File: src/rtl/sa_ctrl_pkg.sv
// sa_ctrl_pkg
// Shared definitions for the systolic row sequencer:
//   - FSM state encoding (3-bit, IDLE = 0)
//   - helper functions deriving counter widths / drain length from the
//     row geometry, plus the derived constants for the default geometry
package sa_ctrl_pkg;

  localparam logic [2:0] ST_IDLE   = 3'd0;
  localparam logic [2:0] ST_LOAD_W = 3'd1;
  localparam logic [2:0] ST_STREAM = 3'd2;
  localparam logic [2:0] ST_DRAIN  = 3'd3;
  localparam logic [2:0] ST_DONE   = 3'd4;

  localparam int MATRIX_SIZE_DFLT = 8;
  localparam int PIPE_LAT_DFLT    = MATRIX_SIZE_DFLT;

  function automatic int wcnt_bw(input int msize);
    return $clog2(msize);
  endfunction

  // Long enough for the last result to leave the row and for the
  // deepest skew lane (MATRIX_SIZE-1 registers) to flush to zero.
  function automatic int drain_cyc(input int pipe_lat, input int msize);
    return pipe_lat + msize - 1;
  endfunction

  localparam int WCNT_BW   = wcnt_bw(MATRIX_SIZE_DFLT);
  localparam int DRAIN_CYC = drain_cyc(PIPE_LAT_DFLT, MATRIX_SIZE_DFLT);

endpackage

File: src/rtl/sa_skew_buf.sv
// sa_skew_buf
// Triangular delay line that applies the diagonal input skew of a
// weight-stationary systolic row. Lane k (lane 0 = most significant
// slice) passes through exactly k registers; lane 0 is a straight wire.
// Ports:
//   clk   - rising-edge clock
//   rstn  - asynchronous active-low reset, clears all delay registers
//   i_vec - unskewed vector (MATRIX_SIZE lanes of DATA_BW)
//   o_vec - skewed vector to the PE row
module sa_skew_buf #(
  parameter int DATA_BW     = 8,
  parameter int MATRIX_SIZE = 8
) (
  input  logic                           clk,
  input  logic                           rstn,
  input  logic [MATRIX_SIZE*DATA_BW-1:0] i_vec,
  output logic [MATRIX_SIZE*DATA_BW-1:0] o_vec
);

  assign o_vec[(MATRIX_SIZE-1)*DATA_BW +: DATA_BW] = i_vec[(MATRIX_SIZE-1)*DATA_BW +: DATA_BW];

  for (genvar gi = 1; gi < MATRIX_SIZE; gi++) begin : g_lane
    logic [DATA_BW-1:0] r_dly [0:gi-1];

    always_ff @(posedge clk or negedge rstn) begin
      if (!rstn) begin
        for (int s = 0; s < gi; s++) r_dly[s] <= '0;
      end else begin
        r_dly[0] <= i_vec[(MATRIX_SIZE-1-gi)*DATA_BW +: DATA_BW];
        for (int s = 1; s < gi; s++) r_dly[s] <= r_dly[s-1];
      end
    end

    assign o_vec[(MATRIX_SIZE-1-gi)*DATA_BW +: DATA_BW] = r_dly[gi-1];
  end

endmodule

File: src/rtl/sa_row_seq_ctrl.sv
// sa_row_seq_ctrl
// Sequencer for one horizontal systolic row of MATRIX_SIZE chained
// weight-stationary PEs. Loads MATRIX_SIZE weight words, streams num_vec
// input vectors with diagonal skew, tags row results with a valid bit
// aligned to the array latency and pulses done at job end. The row cannot
// stall, so bubbles are injected as zero data with a zero valid tag.
// Ports:
//   clk, rstn               - clock, asynchronous active-low reset
//   start, num_vec          - job start pulse and vector count (IDLE only)
//   busy, done              - job status
//   w_in, w_valid, w_ready  - weight word handshake
//   in_data, in_valid/ready - input vector handshake
//   arr_we_rl, arr_weights  - weight-load strobe and word to the row
//   arr_din                 - skewed input data to the row
//   arr_result              - row result
//   res_data, res_valid     - result passthrough and its valid tag
module sa_row_seq_ctrl
  import sa_ctrl_pkg::*;
#(
  parameter int WEIGHT_BW      = 8,
  parameter int DATA_BW        = 8,
  parameter int PARTIAL_SUM_BW = 20,
  parameter int MATRIX_SIZE    = 8,
  parameter int PIPE_LAT       = MATRIX_SIZE,
  parameter int CNT_BW         = 16
) (
  input  logic                             clk,
  input  logic                             rstn,
  input  logic                             start,
  input  logic [CNT_BW-1:0]                num_vec,
  output logic                             busy,
  output logic                             done,
  input  logic [MATRIX_SIZE*WEIGHT_BW-1:0] w_in,
  input  logic                             w_valid,
  output logic                             w_ready,
  input  logic [MATRIX_SIZE*DATA_BW-1:0]   in_data,
  input  logic                             in_valid,
  output logic                             in_ready,
  output logic                             arr_we_rl,
  output logic [MATRIX_SIZE*WEIGHT_BW-1:0] arr_weights,
  output logic [MATRIX_SIZE*DATA_BW-1:0]   arr_din,
  input  logic [PARTIAL_SUM_BW-1:0]        arr_result,
  output logic [PARTIAL_SUM_BW-1:0]        res_data,
  output logic                             res_valid
);

  localparam int L_WCNT_BW   = wcnt_bw(MATRIX_SIZE);
  localparam int L_DRAIN_CYC = drain_cyc(PIPE_LAT, MATRIX_SIZE);
  localparam int L_DCNT_BW   = $clog2(L_DRAIN_CYC + 1);
  localparam logic [L_WCNT_BW-1:0] WCNT_LAST = L_WCNT_BW'(MATRIX_SIZE - 1);
  localparam logic [L_DCNT_BW-1:0] DCNT_LAST = L_DCNT_BW'(L_DRAIN_CYC - 1);

  logic [2:0]                       r_state;
  logic [2:0]                       w_state_next;
  logic [L_WCNT_BW-1:0]             r_wcnt;
  logic [CNT_BW-1:0]                r_vcnt;
  logic [CNT_BW-1:0]                r_num_vec;
  logic [L_DCNT_BW-1:0]             r_dcnt;
  logic [PIPE_LAT-1:0]              r_vpipe;
  logic                             w_w_acc;
  logic                             w_in_acc;
  logic [CNT_BW-1:0]                w_vcnt_inc;
  logic [MATRIX_SIZE*DATA_BW-1:0]   w_din_gated;

  assign w_ready     = (r_state == ST_LOAD_W);
  assign in_ready    = (r_state == ST_STREAM);
  assign busy        = (r_state != ST_IDLE);
  assign done        = (r_state == ST_DONE);
  assign w_w_acc     = w_valid & w_ready;
  assign w_in_acc    = in_valid & in_ready;
  assign w_vcnt_inc  = r_vcnt + CNT_BW'(1);
  assign arr_we_rl   = w_w_acc;
  assign arr_weights = w_in;
  assign res_data    = arr_result;
  assign res_valid   = r_vpipe[PIPE_LAT-1];

  // Non-accepted cycles feed zeros so bubbles contribute nothing to the row.
  assign w_din_gated = w_in_acc ? in_data : '0;

  always_comb begin
    w_state_next = r_state;
    case (r_state)
      ST_IDLE:   if (start) w_state_next = ST_LOAD_W;
      ST_LOAD_W: if (w_w_acc && (r_wcnt == WCNT_LAST))
                   w_state_next = (r_num_vec == '0) ? ST_DRAIN : ST_STREAM;
      ST_STREAM: if (w_in_acc && (w_vcnt_inc == r_num_vec)) w_state_next = ST_DRAIN;
      ST_DRAIN:  if (r_dcnt == DCNT_LAST) w_state_next = ST_DONE;
      ST_DONE:   w_state_next = ST_IDLE;
      default:   w_state_next = ST_IDLE;
    endcase
  end

  always_ff @(posedge clk or negedge rstn) begin
    if (!rstn) begin
      r_state   <= ST_IDLE;
      r_wcnt    <= '0;
      r_vcnt    <= '0;
      r_num_vec <= '0;
      r_dcnt    <= '0;
      r_vpipe   <= '0;
    end else begin
      r_state <= w_state_next;

      if ((r_state == ST_IDLE) && start) r_num_vec <= num_vec;

      if (w_w_acc) r_wcnt <= (r_wcnt == WCNT_LAST) ? '0 : r_wcnt + L_WCNT_BW'(1);

      if (r_state == ST_IDLE) r_vcnt <= '0;
      else if (w_in_acc)      r_vcnt <= w_vcnt_inc;

      if (r_state == ST_DRAIN) r_dcnt <= (r_dcnt == DCNT_LAST) ? '0 : r_dcnt + L_DCNT_BW'(1);
      else                     r_dcnt <= '0;

      // Valid tag travels alongside the vector through the row.
      r_vpipe[0] <= w_in_acc;
      for (int i = 1; i < PIPE_LAT; i++) r_vpipe[i] <= r_vpipe[i-1];
    end
  end

  sa_skew_buf #(
    .DATA_BW     (DATA_BW),
    .MATRIX_SIZE (MATRIX_SIZE)
  ) u_skew (
    .clk   (clk),
    .rstn  (rstn),
    .i_vec (w_din_gated),
    .o_vec (arr_din)
  );

endmodule

File: config.mk
export PLATFORM = sky130hd
export DESIGN_NAME = sa_row_seq_ctrl
export DESIGN_NICKNAME = d
export VERILOG_FILES = /design/src/rtl/sa_ctrl_pkg.sv /design/src/rtl/sa_skew_buf.sv /design/src/rtl/sa_row_seq_ctrl.sv
export SDC_FILE = /design/constraint.sdc
export NUM_CORES = 1
export LEC_CHECK = 0
export ABC_AREA = 1
export CAP_MARGIN = 20
export CORE_MARGIN = 2
export CORE_UTILIZATION = 45
export DETAILED_ROUTE_END_ITERATION = 12
export PLACE_DENSITY_LB_ADDON = 0.15
export SLEW_MARGIN = 30
export SYNTH_ARGS = -nofsm -noshare
export SYNTH_HDL_FRONTEND = slang
export SYNTH_SLANG_ARGS = --single-unit
File: constraint.sdc
create_clock -name clk -period 2.9 [get_ports clk]
set_input_delay 0.435 -clock clk [delete_from_list [all_inputs] [get_ports clk]]
set_output_delay 0.435 -clock clk [all_outputs]
set_load 0.02 [all_outputs]
==> impl_metrics.json <==
{
  "slowest_stage": "clkdlybuf4s50_1",
  "antenna_found_initial": 0,
  "grt_pass1_vias": 5216,
  "setup_viol": 0,
  "grt_max_degree": 92,
  "power_frac_clock_pct": 33.5,
  "yosysSeqAreaShare_pct": 69.7,
  "yosysTopAreaCell": "dfrtp_1",
  "fmax_ghz": 0.366,
  "ios": 323,
  "power_density_nw_per_um2": 887,
  "drt_iter0_drc": 295,
  "r2r-end": "r_state[1]$_DFFE_PN0P_",
  "insertion_delay_ns": 0.52,
  "fin_crit_ns": 2.73,
  "grt_overflow": 0,
  "r2r_start": "r_vcnt[0]$_DFFE_PN0P_",
  "ant_nets": 0,
  "syn_avg_cell_area_um2": 11.6,
  "cts.path.max_buffers": 3,
  "synth_top_area_share_pct": 69.7,
  "clockRootBuffer": "clkbuf_16",
  "hold_path_class": "flop to flop",
  "slowest_delay_ns": 0.64,
  "min_to": "u_skew.g_lane[6].r_dly[22]$_DFF_PN0_",
  "port-buffer-count": 154,
  "nets": 1062,
  "synth_cells": 847,
  "finalWorstSetupSlack_ns": 0.171,
  "critPathMaxFanout": 6,
  "finalMaxSlewViolations": 0,
  "p_sw_w": 0.00282,
  "status": "finished, final reports clean",
  "placed_area_um2": 10700,
  "p_comb_share_pct": 18.4,
  "cts_tree": "built",
  "multi_input_area_um2": 1500,
  "synth_nets": 1021,
  "start_util_pct": 45.5,
  "fin_area_um2": 11700,
  "maxCapViolCount": 0,
  "vias": 5208,
  "antenna_cells": 0,
  "dp_hpwl_mm": 11.3,
  "hold_viol": 0,
  "path_common_cell": "inv_1",
  "dpl_worst_slack_ns": 0.563,
  "hold_depth": 0,
  "rows": 54,
  "r2r_slack_ns": 0.95,
  "cts_buffers": 28,
  "clkTransAtPathRegs_ns": 0.06,
  "p_int_w": 0.00756,
  "routed_wl_mm": 16.5,
  "final_common_cell": "dfrtp_1",
  "finalCritPeriodShare_pct": 94.1,
  "finClkSkew_ns": 0.00793,
  "viasPerCell": 4.38,
  "holdCritStartpoint": "u_skew.g_lane[6].r_dly[30]$_DFF_PN0_",
  "grt_util_all_layers_pct": 14.3,
  "path_cells": "inv_1, nor3_2, inv_1, nor2_2, clkdlybuf4s50_1",
  "dr.pass1.iters": 4,
  "grt_pass1_wl_mm": 26.9,
  "ff2ff_path_depth": 12,
  "worstSetupStartpointType": "flop",
  "core_area_um2": 21600,
  "worstSetupPathType": "flop to output port",
  "netlist_area_um2": 9840,
  "worst_slew_pin_slew_ns": 0.781,
  "synthTopCellsByArea": "dfrtp_1, buf_4, inv_1",
  "drc": 0,
  "max-slew-margin-rel_pct": 47.8,
  "postCtsSetupBuffers": 0,
  "p_sw_share_pct": 27.1,
  "leakage_nw": 5.89,
  "avgRoutedWirePerCell_um": 13.9,
  "drive_gt1_share_pct": 8.02,
  "crit_required_ns": 2.47,
  "n_fill_cell": 1899,
  "peakVddDrop_v": 0.000559,
  "die_area_um2": 23100,
  "syn2layout_area_growth_pct": 18.8,
  "cts.sinks": 274,
  "end_kind": "output port",
  "most-common-layout-cells": "dfrtp_1, clkdlybuf4s50_1, inv_1, nor2_1, nand2_1",
  "regArea_um2": 6860,
  "gp_congestion": 0.856,
  "die_y_um": 152,
  "h-tree-depth": 1,
  "crit_arrival_ns": 2.29,
  "power_frac_seq_pct": 48.0,
  "die_w_um": 152,
  "synth-seq-cells": 274,
  "critPathLaunch": "r_state[0]$_DFFE_PN0P_",
  "synthDistinctLibCells": 29,
  "yosysWarnings": 0
}
[state kept, by name, indices dropped and copies added, names as in the netlist]
signal	cells
r_dcnt	4
r_vcnt	16
r_wcnt	3
u_skew.g_lane.r_dly	176
r_vpipe	8
r_state	3
r_num_vec	16
u_skew.o_vec	48
[routing by layer]
| layer | wire length, um | global-route usage [%] |
|---|---|---|
| met4 | 447 | 5.12 |
| met3 | 1320 | 4.56 |
| met2 | 7860 | 23.4 |
| met5 | 0 | 0 |
| met1 | 6890 | 17.9 |
[what timing repair did]
item,in CTS,in global routing
resized for setup,0,2
hold endpoints to repair,85,0
hold buffers,1,0
setup endpoints to repair,0,1
[cell usage after synthesis]
| cell type | instances |
|---|---|
| a21oi_1 | 15 |
| and2_1 | 1 |
| buf_2 | 1 |
| buf_4 | 140 |
| clkbuf_1 | 12 |
| dfrtp_1 | 274 |
| ha_1 | 5 |
| inv_1 | 107 |
| inv_2 | 1 |
| mux2_2 | 3 |
| nand2_1 | 85 |
| nand2_2 | 3 |
| nand3_1 | 49 |
| nand4_1 | 10 |
| nor2_1 | 99 |
| nor2_2 | 3 |
| nor2_4 | 3 |
| nor3_1 | 4 |
| nor3_4 | 1 |
| nor3b_1 | 1 |
| nor4_1 | 2 |
| o211ai_1 | 1 |
| o21a_1 | 1 |
| o21ai_0 | 14 |
| o21ai_2 | 1 |
| o21bai_1 | 1 |
| o22ai_1 | 5 |
| xnor2_1 | 3 |
| xor2_1 | 2 |
[metrics by stage]
stage	util [%]	hold WS [ns]	instances	setup TNS, ns	total power, W
3_5_place_dp	49.7	0.335	1137	0	0.00699
6_report	54.1	0.344	1190	0	0.0104
4_1_cts	54.0	0.346	1190	0	0.0105
3_3_place_gp	49.7	0.331	1137	0	0.00694
5_1_grt	54.1	0.348	1190	-0.00384	0.0110
2_1_floorplan	-	0.139	847	0	0.00641
[power by group through the flow]
stage	Combinational, W	Sequential (W)	Clock, W
2_1_floorplan	0.00141	0.00500	0
3_3_place_gp	0.00191	0.00502	0
3_5_place_dp	0.00193	0.00506	0
4_1_cts	0.00194	0.00499	0.00360
5_1_grt	0.00211	0.00509	0.00378
6_report	0.00191	0.00498	0.00348
[logic make-up (layout without fill, tap and decap cells)]
family / after synthesis / in the layout / synth area share (%)
buf+inv: 261 / 324 / 15.3
xor+xnor: 5 / 5 / 0.445
simple gates: 261 / 261 / 11.5
fa+ha+maj: 5 / 5 / 0.636
flops: 274 / 274 / 69.7
mux: 3 / 3 / 0.343
compound gates: 38 / 38 / 2.11
[critical path: cells and delay by family (launching register included)]
family                 cells  cell delay [ns]
DFF                        1             0.47
and+or+nand+nor            2             0.43
buffers and inverters      3             0.86
[layout make-up]
cell class | count | share of cell area [%]
Tap cell | 280 | 3.00
Multi-Input combinational cell | 312 | 12.8
Clock inverter | 8 | 0.728
Sequential cell | 274 | 58.6
Inverter | 108 | 3.47
Timing Repair Buffer | 164 | 14.1
Clock buffer | 44 | 7.28
[worst max-delay path by stage]
stage                        endpoint  slack (ns)  cells after the start
after floorplan             arr_we_rl        0.82                      4
after global placement      arr_we_rl        0.59                      4
after detailed placement    arr_we_rl        0.56                      4
after CTS                   arr_we_rl       0.005                      5
after global routing      arr_din[63]      -0.003                      5
final                       arr_we_rl        0.17                      5
Note: power is estimated with default switching activity, not from simulation.
